===== config.mk =====
export PLATFORM = sky130hd
export DESIGN_NAME = vis_frame_packer_flat
export DESIGN_NICKNAME = d
export VERILOG_FILES = /design/src/rtl/vis_frame_packer_pkg.sv /design/src/rtl/vis_frame_packer_if.sv /design/src/rtl/vis_frame_packer.sv /design/src/flat_wrapper.sv
export SDC_FILE = /design/constraint.sdc
export NUM_CORES = 1
export LEC_CHECK = 0
export CORE_ASPECT_RATIO = 1.1
export CORE_UTILIZATION = 25
export CTS_CLUSTER_DIAMETER = 200
export DETAILED_ROUTE_END_ITERATION = 10
export PLACE_DENSITY_LB_ADDON = 0.3
export SLEW_MARGIN = 30
export SYNTH_ARGS = -nofsm -noshare
export SYNTH_HDL_FRONTEND = slang
export SYNTH_SLANG_ARGS = --single-unit

===== constraint.sdc =====
create_clock -name bus_clock -period 3 [get_ports bus_clock]
set_clock_uncertainty 0.05 [all_clocks]
set_input_delay 0.45 -clock bus_clock [delete_from_list [all_inputs] [get_ports bus_clock]]
set_output_delay 0.45 -clock bus_clock [all_outputs]
set_load 0.01 [all_outputs]

===== src/rtl/vis_frame_packer_pkg.sv =====
// Shared definitions for the visibility frame packer.
//   vis_state_e  : packer FSM states
//   VIS_*        : default width, pairs per frame and header sync pattern
//   vis_hdr0()   : builds header word 0 as {magic, pair count}
package vis_frame_packer_pkg;

   typedef enum logic [2:0] {
      IDLE,
      HDR0,
      HDR1,
      RE,
      IM,
      WAIT,
      DROP
   } vis_state_e;

   localparam int unsigned VIS_WIDTH  = 32;
   localparam int unsigned VIS_NPAIRS = 10;
   localparam logic [15:0] VIS_MAGIC  = 16'hA5C3;

   // Header word 0 layout: magic in [31:16], advertised pair count in [15:0].
   localparam int unsigned HDR_MAGIC_LSB = 16;
   localparam int unsigned HDR_COUNT_W   = 16;

   function automatic logic [31:0] vis_hdr0(input logic [15:0] magic,
                                            input logic [HDR_COUNT_W-1:0] npairs);
      return {magic, npairs};
   endfunction

endpackage


===== src/rtl/vis_frame_packer_if.sv =====
// Stream bundle around the packer.
//   s_* : visibility pair input (valid/ready/last, real and imag components)
//   m_* : packed word output (valid/ready/last, data)
// modport master : the packer itself (consumes s_*, produces m_*)
// modport slave  : the surrounding environment (produces s_*, consumes m_*)
interface vis_frame_packer_if
   import vis_frame_packer_pkg::*;
#(
   parameter int unsigned WIDTH = VIS_WIDTH
);
   logic             s_valid_i;
   logic             s_ready_o;
   logic             s_last_i;
   logic [WIDTH-1:0] s_revis_i;
   logic [WIDTH-1:0] s_imvis_i;
   logic             m_valid_o;
   logic             m_ready_i;
   logic             m_last_o;
   logic [WIDTH-1:0] m_data_o;

   modport master (
      input  s_valid_i, s_last_i, s_revis_i, s_imvis_i, m_ready_i,
      output s_ready_o, m_valid_o, m_last_o, m_data_o
   );

   modport slave (
      output s_valid_i, s_last_i, s_revis_i, s_imvis_i, m_ready_i,
      input  s_ready_o, m_valid_o, m_last_o, m_data_o
   );
endinterface


===== src/rtl/vis_frame_packer.sv =====
// Packs a visibility pair stream into a word stream for readout:
// two header words ({MAGIC,NPAIRS}, frame index) then RE/IM per pair.
// Short frames end early, long frames are truncated at NPAIRS with the
// excess discarded; both raise a one-cycle len_err_o pulse.
// Ports:
//   bus_clock  : sole clock
//   bus_reset  : synchronous, active-high reset
//   bus        : stream bundle (master modport), see vis_frame_packer_if
//   frames_o   : count of completed output frames (wraps)
//   len_err_o  : one-cycle pulse when a frame length differs from NPAIRS
module vis_frame_packer
   import vis_frame_packer_pkg::*;
#(
   parameter int unsigned WIDTH  = VIS_WIDTH,
   parameter int unsigned NPAIRS = VIS_NPAIRS,
   parameter logic [15:0] MAGIC  = VIS_MAGIC
) (
   input  logic                bus_clock,
   input  logic                bus_reset,
   vis_frame_packer_if.master  bus,
   output logic [31:0]         frames_o,
   output logic                len_err_o
);

   localparam int unsigned     PW        = $clog2(NPAIRS + 1);
   localparam logic [PW-1:0]   NP        = PW'(NPAIRS);
   localparam logic [WIDTH-1:0] HDR0_WORD = WIDTH'(vis_hdr0(MAGIC, HDR_COUNT_W'(NPAIRS)));

   vis_state_e       state;
   logic [PW-1:0]    pcnt;
   logic [WIDTH-1:0] hold_re;
   logic [WIDTH-1:0] hold_im;
   logic             hold_last;
   logic             m_valid_r;
   logic             m_last_r;
   logic [WIDTH-1:0] m_data_r;
   logic [31:0]      frames_r;
   logic             len_err_r;

   logic             fin;
   logic             s_ready;
   logic             s_xfer;
   logic             m_xfer;

   // The pair in the hold regs closes the frame: marked last, or length cap hit.
   assign fin = hold_last || (pcnt == NP);

   // Input is refused while in reset; in IM it follows downstream ready so the
   // next pair can be captured on the same edge the IM word leaves.
   always_comb begin
      s_ready = 1'b0;
      if (!bus_reset) begin
         unique case (state)
            IDLE, WAIT, DROP: s_ready = 1'b1;
            IM:               s_ready = bus.m_ready_i && !fin;
            default:          s_ready = 1'b0;
         endcase
      end
   end

   assign s_xfer = bus.s_valid_i && s_ready;
   assign m_xfer = m_valid_r && bus.m_ready_i;

   always_ff @(posedge bus_clock) begin
      if (bus_reset) begin
         state     <= IDLE;
         pcnt      <= '0;
         hold_re   <= '0;
         hold_im   <= '0;
         hold_last <= 1'b0;
         m_valid_r <= 1'b0;
         m_last_r  <= 1'b0;
         m_data_r  <= '0;
         frames_r  <= '0;
         len_err_r <= 1'b0;
      end else begin
         len_err_r <= 1'b0;
         unique case (state)
            IDLE: begin
               if (s_xfer) begin
                  hold_re   <= bus.s_revis_i;
                  hold_im   <= bus.s_imvis_i;
                  hold_last <= bus.s_last_i;
                  pcnt      <= PW'(1);
                  m_valid_r <= 1'b1;
                  m_last_r  <= 1'b0;
                  m_data_r  <= HDR0_WORD;
                  state     <= HDR0;
               end
            end
            HDR0: begin
               if (m_xfer) begin
                  m_data_r <= WIDTH'(frames_r);
                  state    <= HDR1;
               end
            end
            HDR1: begin
               if (m_xfer) begin
                  m_data_r <= hold_re;
                  state    <= RE;
               end
            end
            RE: begin
               if (m_xfer) begin
                  m_data_r <= hold_im;
                  m_last_r <= fin;
                  state    <= IM;
               end
            end
            IM: begin
               if (m_xfer) begin
                  m_last_r <= 1'b0;
                  if (fin) begin
                     frames_r  <= frames_r + 32'd1;
                     // Only a last-flagged pair landing exactly on NPAIRS is a good frame;
                     // fin without last means the cap was hit and the frame is too long.
                     len_err_r <= !(hold_last && (pcnt == NP));
                     m_valid_r <= 1'b0;
                     state     <= hold_last ? IDLE : DROP;
                  end else if (s_xfer) begin
                     hold_re   <= bus.s_revis_i;
                     hold_im   <= bus.s_imvis_i;
                     hold_last <= bus.s_last_i;
                     pcnt      <= pcnt + PW'(1);
                     m_data_r  <= bus.s_revis_i;
                     state     <= RE;
                  end else begin
                     m_valid_r <= 1'b0;
                     state     <= WAIT;
                  end
               end
            end
            WAIT: begin
               if (s_xfer) begin
                  hold_re   <= bus.s_revis_i;
                  hold_im   <= bus.s_imvis_i;
                  hold_last <= bus.s_last_i;
                  pcnt      <= pcnt + PW'(1);
                  m_valid_r <= 1'b1;
                  m_data_r  <= bus.s_revis_i;
                  state     <= RE;
               end
            end
            DROP: begin
               if (s_xfer && bus.s_last_i) begin
                  state <= IDLE;
               end
            end
            default: state <= IDLE;
         endcase
      end
   end

   assign bus.s_ready_o = s_ready;
   assign bus.m_valid_o = m_valid_r;
   assign bus.m_last_o  = m_last_r;
   assign bus.m_data_o  = m_data_r;
   assign frames_o      = frames_r;
   assign len_err_o     = len_err_r;

endmodule

===== src/flat_wrapper.sv =====
// flat-port wrapper written by rule: the top's interface ports become plain ports
module vis_frame_packer_flat import vis_frame_packer_pkg::*;
#(
   parameter int unsigned WIDTH  = VIS_WIDTH,
   parameter int unsigned NPAIRS = VIS_NPAIRS,
   parameter logic [15:0] MAGIC  = VIS_MAGIC
)
  (bus_clock, bus_reset, frames_o, len_err_o, bus_s_valid_i, bus_s_last_i, bus_s_revis_i, bus_s_imvis_i, bus_m_ready_i, bus_s_ready_o, bus_m_valid_o, bus_m_last_o, bus_m_data_o);
  vis_frame_packer_if #(.WIDTH(WIDTH)) bus_i ();
  input  logic bus_clock;
  input  logic bus_reset;
  output logic [31:0] frames_o;
  output logic len_err_o;
  input wire logic [$bits(bus_i.s_valid_i)-1:0] bus_s_valid_i;
  input wire logic [$bits(bus_i.s_last_i)-1:0] bus_s_last_i;
  input wire logic [$bits(bus_i.s_revis_i)-1:0] bus_s_revis_i;
  input wire logic [$bits(bus_i.s_imvis_i)-1:0] bus_s_imvis_i;
  input wire logic [$bits(bus_i.m_ready_i)-1:0] bus_m_ready_i;
  output wire logic [$bits(bus_i.s_ready_o)-1:0] bus_s_ready_o;
  output wire logic [$bits(bus_i.m_valid_o)-1:0] bus_m_valid_o;
  output wire logic [$bits(bus_i.m_last_o)-1:0] bus_m_last_o;
  output wire logic [$bits(bus_i.m_data_o)-1:0] bus_m_data_o;
  assign bus_i.s_valid_i = bus_s_valid_i;
  assign bus_i.s_last_i = bus_s_last_i;
  assign bus_i.s_revis_i = bus_s_revis_i;
  assign bus_i.s_imvis_i = bus_s_imvis_i;
  assign bus_i.m_ready_i = bus_m_ready_i;
  assign bus_s_ready_o = bus_i.s_ready_o;
  assign bus_m_valid_o = bus_i.m_valid_o;
  assign bus_m_last_o = bus_i.m_last_o;
  assign bus_m_data_o = bus_i.m_data_o;
  vis_frame_packer #(.WIDTH(WIDTH), .NPAIRS(NPAIRS), .MAGIC(MAGIC)) u_core (.bus_clock(bus_clock), .bus_reset(bus_reset), .bus(bus_i), .frames_o(frames_o), .len_err_o(len_err_o));
endmodule

==> results of run 1 <==
## layer usage
layer	vias up	share of wire [%]	global-route usage [%]
met4	0	1.9	5.41
met3	23	5.6	3.36
li1	3192	-	-
met1	3058	46	21.6
met5	-	0	0
met2	200	47	26.6
## flip-flops by register name (all words and copies together) (netlist names)
register / count
u_core.bus.m_valid_o: 1
u_core.pcnt: 4
u_core.frames_o: 32
u_core.bus.m_data_o: 32
u_core.hold_im: 32
u_core.len_err_o: 1
u_core.bus.m_last_o: 1
u_core.hold_re: 32
u_core.state: 3
u_core.hold_last: 1
## synth_stat cells, types with 2 or more instances
cell	count	area, um2
o21ai_0	61	305
inv_1	11	41.3
a21oi_1	115	576
nor2b_1	3	18.8
buf_2	9	45.0
o31ai_1	4	30.0
and2_1	4	25.0
xnor2_1	17	149
nand3_1	10	50.1
a221oi_1	22	193
a211oi_1	5	37.5
nand4_1	6	37.5
nor4b_1	3	26.3
mux2_2	16	180
nor3b_1	23	173
nor3_1	24	120
ha_1	3	37.5
nor4_1	7	43.8
xor2_1	2	17.5
and4_1	3	26.3
nand2_1	182	683
nand2b_1	3	18.8
clkbuf_1	50	188
buf_1	7	26.3
dfxtp_1	139	2780
a31o_2	4	35.0
or2_2	2	12.5
clkinv_1	2	7.51
or3_1	13	81.3
o2111a_1	9	101
nor2_1	56	210
or4_1	4	30.0
## worst min path at each step
| stage | startpoint | to | cells after the start | slack (ns) |
|---|---|---|---|---|
| floorplan | u_core.hold_im[0] | u_core.hold_im[0] | 2 | 0.38 |
| finish | u_core.hold_re[1] | u_core.hold_re[1] | 2 | 0.40 |
| detailed placement | u_core.hold_re[29] | u_core.hold_re[29] | 2 | 0.39 |
| global placement | u_core.hold_im[4] | u_core.hold_im[4] | 2 | 0.39 |
| CTS | u_core.hold_re[29] | u_core.hold_re[29] | 2 | 0.40 |
| global route | u_core.hold_re[29] | u_core.hold_re[29] | 2 | 0.42 |
## area by class of cell
cell class	instances	area [um2]
clock buffers	22	464
multi-input cells	623	3460
inverters	13	48.8
clock inverters	10	92.6
fillers	2701	16700
flip-flops and latches	139	2790
repair buffers	161	1590
well taps	346	433
## what timing repair did
item | CTS | global route
setup endpoints to repair | 1 | 1
endpoints found under the hold margin | 0 | 0
hold buffers | 0 | 0
pin swaps | 0 | 1
gates resized for setup | 1 | 2
## metrics by stage
stage	instances	area [um2]
global placement	1281	8290
floorplan	843	6570
finish	1314	8870
detailed placement	1281	8290
global route	1314	8870
CTS	1313	8850
## layout by cell type (no fill, tap or decap), drive strengths merged, types with 12 or more instances in the layout
cell type      Yosys  routed
nand2            182     182
dfxtp            139     139
clkdlybuf4s50      0     134
a21oi            115     115
o21ai             62      62
nor2              57      57
buf               18      26
nor3              24      24
nor3b             23      23
a221oi            22      22
clkbuf            50      22
xnor2             17      17
mux2              16      16
or3               13      13
inv               11      12
## worst max-delay path, stage by stage (launching register included)
cell            delay, ns
dfxtp_1              0.36
inv_1                0.08
ha_1                 0.21
and3b_2              0.29
nor2_2               0.15
a211oi_1             0.11
nor3_1               0.24
dlymetal6s2s_1       0.19
## power groups by stage
stage / clock [W] / sequential [W] / combinational [W]
finish: 0.00200 / 0.00210 / 0.000967
global route: 0.00212 / 0.00212 / 0.00106
CTS: 0.00203 / 0.00210 / 0.000975
detailed placement: 0 / 0.00214 / 0.000969
global placement: 0 / 0.00214 / 0.000965
floorplan: 0 / 0.00213 / 0.000521
## logic make-up (layout without fill, tap and decap cells)
family / count (synthesis) / in the layout / share of synthesized area (%)
AND/OR/NAND/NOR: 352 / 352 / 25.1
AO/OA/AOI/OAI: 232 / 232 / 21.5
flip-flops: 139 / 139 / 42.4
buffers and inverters: 81 / 206 / 4.97
XOR/XNOR: 19 / 19 / 2.53
multiplexers: 17 / 17 / 2.90
adder cells (fa/ha/maj): 3 / 3 / 0.572
==> metrics.cfg, run 1 <==
[global_route]
grt_pass1_wl_um = 33400
grt.overflow.total = 0
antenna_found_initial = 0
grt_max_degree = 88
track_usage_pct = 16.4
grt_pass1_vias = 5905

[sta]
relSlewSlack_pct = 47.5
hold_slack_ns = 0.401
maxClockFrequency_mhz = 391
fin_crit_sh_pct = 85.2
drv_slew = 0
setup_slack_ns = 0.444
hold_viol_final = 0
fin_setup_tns_ns = 0
period_needed_ns = 2.56
tightest_slew_ns = 0.787
setup_viol = 0
rsz0062_at_grt = no

[worst_setup_path]
cp-startpoint = u_core.pcnt[0]
r2r-start = u_core.pcnt[0]
start_kind = register
crit_required_ns = 2.50
cp-end-kind = output pin
worst-path-max-fanout = 6
arrival_ns = 2.06
ff2ff_path_depth = 7
endpoint = bus_s_ready_o
r2r_setup_slack_ns = 0.55
r2r-end = u_core.frames_o[29]
worstSetupPathType = register to output pin

[floorplanning]
core-area_mm2 = 0.0256
io_pins = 137
die_y_um = 172
num_rows = 61
initial_core_util_pct = 25.7
fp.dieW_um = 157
design.die.area_mm2 = 0.0269

[pwr]
p_int_w = 0.00363
pwr-share-clk_pct = 39.4
switching_share_pct = 28.3
peakVddDrop_v = 0.000312
p_per_area_mw_per_mm2 = 571
power.leakage_nw = 2.90
pwr-share-comb_pct = 19.1
netSwitchingPower_w = 0.00143
pwr-share-seq_pct = 41.5
fin_total_pwr_w = 0.00506

[logic_synthesis]
syn_inst = 843
syn_nets = 915
yosysUniqueCellTypes = 56
synth_area_mm2 = 0.00657
ys_seq_elements = 139
async_reset_ff_share_pct = 0
synthFlopType = dfxtp_1
synth-edff-count = 0
synth_warnings = 0
ys_seq_area_share_pct = 42.4
syn_avg_cell_area_um2 = 7.79

[routing]
ant_nets = 0
first_pass_iters = 5
viasPerCell = 4.93
vias = 6473
drt_iter0_drc = 364
wl_per_cell_um = 16.7
routed_wl_um = 21900
drc = 0

[job]
maxCapViolCount = 0

[clocking]
cts_sinks = 139
clk_latency_ns = 0.42
htreeDepth = 4
cts_made_buffers = 17
tritoncts = built
clockBufferDepth = 2
cts_root_buf = clkbuf_16
post-cts-setup-buffers = 0
clk_pin_slew_ns = 0.06

[finish]
drive_gt1_share_pct = 9.61
diodes = 0
finalNetCount = 1027
syn_to_final_growth_pct = 35.2
fin_util_pct = 34.7

[run_status]
status = finished, final reports clean

[hold_path]
hold_path_class = register to register

[placement]
port_buffers = 136
dp_hpwl_um = 15400
pre_cts_ws_ns = 0.343
gp_congestion = 0.857

(Power assumes the default switching activity.)
==> inputs of run 2 (changes only) <==
- REMOVE_ABC_BUFFERS: unset -> 1
==> metrics.cfg, run 2 (same netlist as run 1, synthesis figures left out) <==
[run_status]
status = finished, final reports clean

[finish]
diodes = 0  ; unchanged
finalNetCount = 1026  ; -0.097%
final_cells = 1312  ; -0.15%
drive_gt1_share_pct = 9.42  ; -0.19 points
fin_area_mm2 = 0.00890  ; +0.25%
final.fill_count = 2700  ; -0.037%
final_cell_mix = 181 x nand2_1, 136 x dfxtp_1, 134 x clkdlybuf4s50_1, 115 x a21oi_1, 61 x o21ai_0
syn_to_final_growth_pct = 35.5
final_common_cell = nand2_1

[floorplanning]
fp.dieW_um = 157  ; unchanged
num_rows = 61  ; unchanged
io_pins = 137  ; unchanged
design.die.area_mm2 = 0.0269  ; unchanged
die_y_um = 172  ; unchanged
core-area_mm2 = 0.0256  ; unchanged
initial_core_util_pct = 25.7  ; unchanged

[clocking]
post-cts-setup-buffers = 0  ; unchanged
cts_root_buf = clkbuf_16
cts_sinks = 139  ; unchanged
htreeDepth = 4  ; unchanged
cts_resized = 0  ; -1
clockBufferDepth = 2  ; unchanged
tritoncts = built
cts_hold_buffers = 0  ; unchanged
cts_made_buffers = 17  ; unchanged
clk_latency_ns = 0.42  ; about the same
clk_pin_slew_ns = 0.06  ; about the same

[sta]
tightest_slew_ns = 0.851  ; +0.0642 ns
maxClockFrequency_mhz = 391  ; -0.17%
hold_viol_final = 0  ; unchanged
setup_viol = 0  ; unchanged
relSlewSlack_pct = 43.3  ; -4.2 points
fin_crit_sh_pct = 85.3  ; +0.15 points
fin_setup_tns_ns = 0  ; unchanged
hold_slack_ns = 0.242  ; -0.159 ns
setup_slack_ns = 0.440  ; -0.00444 ns
drv_slew = 0  ; unchanged
period_needed_ns = 2.56  ; +0.00444 ns
rsz0062_at_grt = no

[global_route]
grt.overflow.total = 0  ; unchanged
use_met2_pct = 27.7  ; +1.0 points
track_usage_pct = 16.2  ; -0.22 points
grt.busiest_layer = met2
grt.met1_usage_pct = 20.3  ; -1.2 points
antenna_found_initial = 1  ; +1
grt_max_degree = 75  ; -15%
grt_pass1_wl_um = 33300  ; -0.29%
grt_pass1_vias = 6049  ; +2.4%
gr-usage-met3_pct = 3.43  ; +0.075 points

[pwr]
p_per_area_mw_per_mm2 = 580  ; +1.7%
peakVddDrop_v = 0.000241  ; -23%
power.leakage_nw = 2.90  ; about the same

[worst_setup_path]
start_kind = register
worstSetupPathType = register to output pin
ff2ff_path_depth = 7  ; unchanged
arrival_ns = 2.06  ; about the same
r2r_setup_slack_ns = 0.48  ; -0.07 ns
worst-path-max-fanout = 6  ; unchanged
crit_required_ns = 2.50  ; about the same
r2r-start = u_core.pcnt[0]
r2r-end = u_core.frames_o[30]
cp-end-kind = output pin

[placement]
gp_congestion = 0.829  ; -3.2%
post_dp_cell_area_mm2 = 0.00832  ; +0.35%
place_inst = 1281  ; unchanged
port_buffers = 136  ; unchanged
dp_hpwl_um = 14400  ; -6.3%
pre_cts_ws_ns = 0.363  ; +0.0207 ns

[routing]
ant_nets = 0  ; unchanged
routed_wl_um = 21600  ; -1.7%
drt_iter0_drc = 422  ; +16%
viasPerCell = 4.85  ; -1.6%
wl_per_cell_um = 16.4  ; -1.6%
first_pass_iters = 5  ; unchanged
vias = 6359  ; -1.8%
drc = 0  ; unchanged

[hold_path]
hold_depth = 2  ; unchanged
hold_start = bus_reset
timing.hold.worst_endpoint = u_core.bus.m_last_o
hold_path_class = input port to register

[job]
maxCapViolCount = 0  ; unchanged

-- run 2: worst max-delay path, stage by stage, from the launching register on --
cell	delay, ns
dfxtp_1	0.32
inv_1	0.10
ha_1	0.17
and3b_1	0.36
nor2_2	0.08
a211oi_1	0.32
nor3_1	0.10
dlymetal6s2s_1	0.19
-- run 2: layout make-up --
cell class              instances  area, um2  share of cell area, %
repair buffers                160       1590                   17.9
well taps                     346        433                   4.87
clock inverters                 7       90.1                   1.01
inverters                      13       48.8                  0.549
flip-flops and latches        139       2790                   31.3
clock buffers                  24        482                   5.41
multi-input cells             623       3460                   38.9
-- run 2: metal layers --
layer  up-vias  routed length, um  share of wire, %
li1       3176                  -                 -
met1      2984               9890                46
met2       171              10400                48
met3        26                985               4.6
met4         2                302               1.4
met5         -                  8             0.037
-- run 2: power by group --
| group | switching [W] | internal [W] |
|---|---|---|
| sequential | 0.000103 | 0.00199 |
| clock | 0.000804 | 0.00128 |
| combinational | 0.000524 | 0.000459 |
| total | 0.00143 | 0.00373 |
-- run 2: worst max path at each step --
| stage | slack [ns] | cells past startpoint | from | to |
|---|---|---|---|---|
| 2_1_floorplan | -0.82 | 5 | u_core.state[1] | u_core.bus.m_data_o[0] |
| 3_3_place_gp | 0.38 | 6 | bus_m_ready_i | u_core.frames_o[30] |
| 3_5_place_dp | 0.36 | 6 | bus_m_ready_i | u_core.frames_o[30] |
| 4_1_cts | 0.02 | 7 | u_core.pcnt[0] | bus_s_ready_o |
| 5_1_grt | 0.29 | 7 | u_core.pcnt[0] | bus_s_ready_o |
| 6_report | 0.44 | 7 | u_core.pcnt[0] | bus_s_ready_o |
-- run 2: per-stage QoR --
step	util, %	power, W
after floorplan	-	0.00259
after global placement	32.5	0.00311
after detailed placement	32.5	0.00312
after CTS	34.8	0.00524
after global routing	34.8	0.00543
final	34.8	0.00516
